--- config.mk ---
export PLATFORM = sky130hd
export DESIGN_NAME = axis_burst_reader
export DESIGN_NICKNAME = d
export VERILOG_FILES = /design/src/rtl/axis_burst_reader.sv
export SDC_FILE = /design/constraint.sdc
export NUM_CORES = 1
export LEC_CHECK = 0
export ABC_CLOCK_PERIOD_IN_PS = 4600
export BUFFER_PORTS_ARGS = -buffer_cell sky130_fd_sc_hd__buf_2
export CORE_AREA = 4 4 110 112
export CTS_CLUSTER_DIAMETER = 30
export CTS_CLUSTER_SIZE = 28
export DETAILED_ROUTE_END_ITERATION = 10
export DIE_AREA = 0 0 114 116
export GPL_TIMING_DRIVEN = 0
export PLACE_DENSITY = 0.6
export REMOVE_ABC_BUFFERS = 1
export SYNTH_ARGS = -nofsm -noshare
export SYNTH_HDL_FRONTEND = slang
export SYNTH_SLANG_ARGS = --single-unit
--- constraint.sdc ---
create_clock -name aclk -period 4.6 [get_ports aclk]
set_input_delay 0.69 -clock aclk [delete_from_list [all_inputs] [get_ports aclk]]
set_output_delay 0.69 -clock aclk [all_outputs]
set_load 0.005 [all_outputs]
--- src/rtl/axis_burst_reader.sv ---
// axis_burst_reader: drains an upstream AXIS FIFO in fixed-length bursts.
// A burst starts only once the FIFO holds a whole burst. That lets the consumer
// receive complete packets without underrun. Each burst is closed with tlast.
//
// state  | meaning
// -------+----------------------------------------------------------------
// IDLE   | waiting for enable and fifo_count >= cfg_length (legal length)
// RUN    | moving len_reg beats from s_axis through one output register
// HOLD   | reads done; drain output register, then let fifo_count settle
module axis_burst_reader #(
  parameter int AXIS_TDATA_WIDTH = 32,
  parameter int ADDR_WIDTH       = 9,
  parameter int CNT_WIDTH        = 32
) (
  input  logic                        aclk,
  input  logic                        aresetn,
  input  logic                        enable,
  input  logic [ADDR_WIDTH:0]         cfg_length,
  input  logic [ADDR_WIDTH:0]         fifo_count,
  input  logic [AXIS_TDATA_WIDTH-1:0] s_axis_tdata,
  input  logic                        s_axis_tvalid,
  output logic                        s_axis_tready,
  output logic [AXIS_TDATA_WIDTH-1:0] m_axis_tdata,
  output logic                        m_axis_tvalid,
  output logic                        m_axis_tlast,
  input  logic                        m_axis_tready,
  output logic                        busy,
  output logic [CNT_WIDTH-1:0]        burst_cnt
);

  localparam int LW = ADDR_WIDTH + 1;
  // Largest legal burst: the whole FIFO (2^ADDR_WIDTH words).
  localparam logic [LW-1:0] MAX_LEN = {1'b1, {ADDR_WIDTH{1'b0}}};
  // Cycles to wait after the output drains, covering the FIFO count pipeline lag.
  localparam logic [1:0] HOLD_RELOAD = 2'd1;

  typedef enum logic [1:0] {
    S_IDLE = 2'd0,
    S_RUN  = 2'd1,
    S_HOLD = 2'd2
  } state_t;

  state_t                      r_state;
  state_t                      w_state_nxt;
  logic [1:0]                  r_rst_sync;
  logic                        w_rst_n;
  logic [LW-1:0]               r_len;
  logic [LW-1:0]               r_beat;
  logic [AXIS_TDATA_WIDTH-1:0] r_tdata;
  logic                        r_tvalid;
  logic                        r_tlast;
  logic [CNT_WIDTH-1:0]        r_burst_cnt;
  logic                        r_hold_arm;
  logic [1:0]                  r_hold_tmr;

  logic                        w_s_tready;
  logic                        w_s_hs;
  logic                        w_m_hs;
  logic                        w_last_beat;
  logic                        w_start_ok;
  logic                        w_start_burst;
  logic                        w_drained;

  // Reset synchronizer: assertion takes effect at once, release is aligned to aclk.
  always_ff @(posedge aclk or negedge aresetn) begin
    if (!aresetn) r_rst_sync <= 2'b00;
    else          r_rst_sync <= {r_rst_sync[0], 1'b1};
  end

  assign w_rst_n = r_rst_sync[1];

  assign w_s_hs      = s_axis_tvalid & w_s_tready;
  assign w_m_hs      = r_tvalid & m_axis_tready;
  assign w_last_beat = (r_beat == (r_len - LW'(1)));
  assign w_drained   = ~r_tvalid | w_m_hs;
  assign w_start_ok  = enable && (cfg_length != '0) && (cfg_length <= MAX_LEN) &&
                       (fifo_count >= cfg_length);

  // State register.
  always_ff @(posedge aclk or negedge w_rst_n) begin
    if (!w_rst_n) r_state <= S_IDLE;
    else          r_state <= w_state_nxt;
  end

  // Next-state decode and s_axis acceptance.
  always_comb begin
    w_state_nxt   = r_state;
    w_s_tready    = 1'b0;
    w_start_burst = 1'b0;
    case (r_state)
      S_IDLE: begin
        if (w_start_ok) begin
          w_state_nxt   = S_RUN;
          w_start_burst = 1'b1;
        end
      end
      S_RUN: begin
        w_s_tready = ~r_tvalid | m_axis_tready;
        if (w_s_tready && s_axis_tvalid && w_last_beat) w_state_nxt = S_HOLD;
      end
      S_HOLD: begin
        if (r_hold_arm && (r_hold_tmr == 2'd0)) w_state_nxt = S_IDLE;
      end
      default: w_state_nxt = S_IDLE;
    endcase
  end

  // Burst length latch and beat counter; cfg_length is ignored once a burst runs.
  always_ff @(posedge aclk or negedge w_rst_n) begin
    if (!w_rst_n) begin
      r_len  <= '0;
      r_beat <= '0;
    end else if (w_start_burst) begin
      r_len  <= cfg_length;
      r_beat <= '0;
    end else if (w_s_hs) begin
      r_beat <= r_beat + LW'(1);
    end
  end

  // Single output register stage; holds data/tlast while the consumer stalls.
  always_ff @(posedge aclk or negedge w_rst_n) begin
    if (!w_rst_n) begin
      r_tdata  <= '0;
      r_tvalid <= 1'b0;
      r_tlast  <= 1'b0;
    end else if (w_s_hs) begin
      r_tdata  <= s_axis_tdata;
      r_tvalid <= 1'b1;
      r_tlast  <= w_last_beat;
    end else if (w_m_hs) begin
      r_tvalid <= 1'b0;
      r_tlast  <= 1'b0;
    end
  end

  // Completed-burst counter, bumped when the tlast beat leaves.
  always_ff @(posedge aclk or negedge w_rst_n) begin
    if (!w_rst_n)              r_burst_cnt <= '0;
    else if (w_m_hs && r_tlast) r_burst_cnt <= r_burst_cnt + CNT_WIDTH'(1);
  end

  // HOLD settle timer: arms once the output is drained, then counts down to zero.
  always_ff @(posedge aclk or negedge w_rst_n) begin
    if (!w_rst_n) begin
      r_hold_arm <= 1'b0;
      r_hold_tmr <= HOLD_RELOAD;
    end else if (r_state != S_HOLD) begin
      r_hold_arm <= 1'b0;
      r_hold_tmr <= HOLD_RELOAD;
    end else if (!r_hold_arm) begin
      if (w_drained) r_hold_arm <= 1'b1;
    end else if (r_hold_tmr != 2'd0) begin
      r_hold_tmr <= r_hold_tmr - 2'd1;
    end
  end

  assign s_axis_tready = w_s_tready;
  assign m_axis_tdata  = r_tdata;
  assign m_axis_tvalid = r_tvalid;
  assign m_axis_tlast  = r_tlast;
  assign busy          = (r_state != S_IDLE);
  assign burst_cnt     = r_burst_cnt;

endmodule

* Word-level counts from Yosys, hierarchy flattened
Index checks and enable logic that the tools add are counted.
** Word-level totals
- Bits of input ports :: 57
- Output and inout bits :: 68
- Memories kept :: 0
- Latch bits :: 0
- Bits in writable memories :: 0
- Memory bits (read-only) :: 0
- Register bits after elaboration :: 93
- Word-level logic and storage cells :: 64
** Operators by class
- Mux-type cells :: 18
- Order comparisons :: 2
- Bitwise operators :: 5
- Shift operators :: 0
- Divide/modulo/power cells :: 0
- Reductions and logical operators :: 18
- Multiply operators :: 0
- Equal/unequal tests :: 7
- Add/sub/neg operators :: 4
** Operator list (number)
- adder 32 x 1 -> 32 bit, second input constant :: 1
- 2-to-1 mux 10 bit :: 2
- 2-to-1 mux 2 bit :: 6
- nonzero test 2 bit :: 6
- adder 10 x 1 -> 10 bit, second input constant :: 1
- equality test 10 bit :: 1
- >= comparator 10 bit :: 1
- less-or-equal comparator 10 bit, second input constant :: 1
- nonzero test 10 bit :: 1
- subtractor 10 x 1 -> 10 bit, second input constant :: 1
- 2-to-1 mux 1 bit :: 9
- != test 2 bit, second input constant :: 4
- logical AND 1 bit :: 7
- one-hot mux 2 bit (3 select lines) :: 1
- zero test 2 bit :: 2
- AND reduction 3 bit :: 1
- bitwise AND 1 bit :: 2
- equality test 2 x 1 -> 1 bit, second input constant :: 1
- equality test 2 bit, second input constant :: 1
- OR 1 bit :: 2
- AND reduction 2 bit :: 1
- subtractor 2 x 1 -> 2 bit, second input constant :: 1
- inverter 1 bit :: 1

* Depth between registers and ports, before layout
- Depth in word-level cells :: 7
- Depth in mapped cells :: 9

* Worst setup path before layout
Ideal clock, no wire load.
- Path kind :: input to register
- Start point :: in cfg_length[3]
- End point :: reg r_len[8]
- Data arrival time :: 2.216 ns
- Setup slack :: 2.259 ns
- Cell stages on the path :: 8
- Cell sequence :: inv_1 > ha_1 > a21o_1 > a21oi_1 > nor3b_1 > o311a_1 > buf_2 > mux2_2
** On the way
- Word-level cells in the longest chain between the ends :: 6
** Ends and longest elaborated chain
- start, declared :: line 18 : input logic [ADDR_WIDTH:0] cfg_length,
- parallel branches: the longest is 3 deep, another holds less-or-equal comparator 10 bit
- logical AND 1 bit * :: line 76 : assign w_start_ok = enable && (cfg_length != '0) && (cfg_length <= MAX_LEN) &&
- 2-to-1 mux 1 bit * :: line 92 : if (w_start_ok) begin
- 2-to-1 mux 1 bit * :: line 90 : case (r_state)
- end signal, assigned :: line 114 : r_len <= cfg_length;
- end, declared :: line 47 : logic [LW-1:0] r_len;
Every way passes the cells marked *.
A chain may end at the register's enable or synchronous reset.

* Final worst setup path
- Start point :: in cfg_length[3]
- End point :: reg r_len[7]
The elaborated chain is that of the path after synthesis.

==> qor.csv <==
stage,metric,value,unit
status,status,"finished, final reports clean",
logic_synthesis,synth_top_area_share,52.5,%
logic_synthesis,synth_simple_gate_area_share,23.6,%
pwr,ir_drop,0.247,mV
sta,fin_crit_sh,53.8,%
floorplan,num_io_pins,125,
sta,timing_hold_violations_final,0,
logic_synthesis,synthCells,451,
routing,antenna_left,0,
setup_path,cp.required,4810,ps
logic_synthesis,synth-edff-count,0,
routing,wl_per_cell,13.6,µm
logic_synthesis,yosys_warnings,0,
pwr,power.internal,1.72,mW
sta,max-slew-margin-rel,19.5,%
floorplan,core_area,0.0112,mm²
routing,drtIter0Drc,203,
sta,setup_viol,0,
sta,final.setup_skew,4.53,ps
floorplan,die_w,114,µm
clock_network,hold_buffers,0,
logic_synthesis,synth_area,0.00438,mm²
finish,antenna_cells,0,
global_routing,grt_use_total,15.1,%
pwr,power.share.combinational,28.0,%
floorplan,rows,39,
clock_network,cts_htree_levels,3,
place,dp.cells,706,
sta,final_max_slew_viol_count,0,
sta,fmax,0.404,GHz
place,dpl_cell_area,0.00516,mm²
place,pre_cts_ws,1460,ps
pwr,leakage,2.90,nW
logic_synthesis,synth_cell_type_count,44,
hold_path,hold_class,input port to asynchronous set/reset pin,
finish,final_util,48.3,%
finish,nFillCells,1096,
clock_network,cts_setup_buffers,0,
logic_synthesis,yosys-top-cells-area,"dfrtp_1, nand2_1, xnor2_1, xor2_1, ha_1",
finish,synthToLayoutAreaGrowth,23.7,%
setup_path,cp_max_fo,24,
sta,setup_slack,2130,ps
clock_network,clk_latency,330,ps
place,dp_hpwl,7240,µm
routing,vias_per_cell,4.78,
logic_synthesis,ys_seq_area_share,53.1,%
global_routing,antenna_found_initial,0,
setup_path,reg2reg_depth,5,
pwr,p_total,2.55,mW
run,drv_cap,0,
global_routing,gr-total-overflow,0,
pwr,clkPwrFrac,25.9,%
logic_synthesis,avgSynthCellArea,9.72,µm²
finish,fin_area,0.00542,mm²
finish,multi_input_area,0.00194,mm²
logic_synthesis,synthMuxAreaShare,2.28,%
logic_synthesis,synth_top_family_by_area,simple AND/OR/NAND/NOR gates,
routing,wirelength,9840,µm
setup_path,setup.worst_path.start_class,input port,
global_routing,grt_max_degree,60,
pwr,seqPwrFrac,46.1,%
finish,drive_gt1_share,26.9,%
floorplan,die_area,0.0132,mm²
sta,timing.final.crit_period,2470,ps
logic_synthesis,synth-compound-area-share,3.80,%
setup_path,worstSetupPathType,input port to register,
finish,finalNonFillerCells,722,
global_routing,grt_pass1_vias,3428,
logic_synthesis,synth-adder-area-share,4.00,%
logic_synthesis,yosys_register_bits,93,
clock_network,clkTransAtPathRegs,60,ps
clock_network,clock_path_buffers,2,
pwr,switchingPower,0.836,mW
pwr,p_per_area,471,mW/mm²
clock_network,clock-sinks,93,
setup_path,cp-end-kind,register,
sta,fin_setup_tns,0,ps
clock_network,root_buffer,clkbuf_16,
clock_network,cts_buffers,9,
routing,drc,0,
floorplan,dieHeight,116,µm
floorplan,start_util,39.1,%
logic_synthesis,ys_async_sr_fraction,100,%
sta,rsz0062_at_grt,no,
pwr,netSwitchingFraction,32.7,%
logic_synthesis,ys.flop_type,dfrtp_1,
setup_path,crit_path_start,cfg_length[3],
logic_synthesis,synth_xor_area_share,10.4,%
place,io_buffers,124,
routing,via_count,3449,
place,gp_congestion,0.796,
clock_network,cts_tree,built,
sta,worst_pin_slew,1200,ps
logic_synthesis,synth_area_leader_cell,dfrtp_1,
finish,seq_area,0.00233,mm²
setup_path,timing.rr.start,m_axis_tvalid$_DFFE_PN0P_,
clock_network,cts_resized,0,
finish,design.final.nets,645,
sta,holdWs,134,ps
setup_path,cp_data_arrival_time,2690,ps
global_routing,grt_pass1_wl,16300,µm
routing,first_pass_iters,4,
## registers in the layout, indices dropped and copies added (netlist names)
name	flops
r_hold_tmr	2
r_rst_sync	2
burst_cnt	32
r_hold_arm	1
m_axis_tvalid	1
r_state	2
m_axis_tlast	1
r_len	10
m_axis_tdata	32
r_beat	10
## metal layers
layer / track usage [%] / up-vias / share of wire, %
li1: - / 1725 / -
met1: 19.8 / 1641 / 45
met2: 25.5 / 76 / 49
met3: 3.39 / 7 / 4.8
met4: 3.56 / 0 / 0.93
met5: 0 / - / 0
## layout by cell type, fill, tap and decap left out, drive strengths merged, types with 8 or more instances in the layout
| cell type | netlist | layout |
|---|---|---|
| nand3 | 22 | 22 |
| and3 | 8 | 8 |
| nor2 | 20 | 20 |
| inv | 17 | 17 |
| xor2 | 21 | 21 |
| dfrtp | 92 | 92 |
| xnor2 | 31 | 31 |
| buf | 6 | 125 |
| o21ai | 8 | 8 |
| clkbuf | 7 | 11 |
| mux2 | 8 | 8 |
| ha | 14 | 14 |
| nand2 | 131 | 131 |
## worst max-delay path, cell delays in order
cell and delay [ps]:
buf_2 100, inv_1 40, ha_1 290, a21o_1 120, a21oi_1 60, nor3b_1 190, o311a_1 770, mux2_2 420
## final timing paths
path | to | slack [ps]
max | r_len[7]$_DFFE_PN0P_ | 2130
min | r_rst_sync[1]$_DFF_PN0_ | 130
max reg2reg | r_beat[6]$_DFFE_PN0P_ | 2380
min reg2reg | m_axis_tdata[4]$_DFFE_PN0P_ | 290
max in group asynchronous | r_hold_tmr[0]$_DFFE_PN1P_ | 3620
min in group aclk | r_rst_sync[1]$_DFF_PN0_ | 350
## cells by family (layout without fill, tap and decap cells)
group / Yosys count / after routing
adder cells (fa/ha/maj): 14 / 14
buffers and inverters: 30 / 158
flip-flops: 93 / 93
AO/OA/AOI/OAI: 26 / 26
AND/OR/NAND/NOR: 226 / 226
XOR/XNOR: 52 / 52
other: 1 / 1
multiplexers: 9 / 9
## cells in the mapped netlist (6+ instances only)
| library cell | count |
|---|---|
| xor2_1 | 21 |
| a21oi_1 | 7 |
| inv_1 | 17 |
| and3_1 | 8 |
| and4_1 | 6 |
| nand2_1 | 131 |
| xnor2_1 | 31 |
| ha_1 | 14 |
| nand3_1 | 22 |
| nor3_1 | 6 |
| mux2_2 | 8 |
| dfrtp_1 | 92 |
| clkbuf_1 | 7 |
| o21ai_0 | 8 |
| nor2_1 | 19 |
## cell type report
class / count / share of cell area, %
clock buffers: 11 / 4.29
clock inverters: 5 / 0.508
inverters: 17 / 1.18
multi-input cells: 328 / 35.7
flip-flops and latches: 93 / 43.0
well taps: 143 / 3.30
repair buffers: 125 / 12.0
## power groups by stage
stage / Clock [mW] / Combinational [mW] / Sequential, mW
global route: 0.715 / 0.828 / 1.21
detailed placement: 0 / 0.726 / 1.19
CTS: 0.690 / 0.730 / 1.18
global placement: 0 / 0.693 / 1.20
finish: 0.662 / 0.714 / 1.18
floorplan: 0 / 0.418 / 1.19
(Power assumes the default switching activity.)
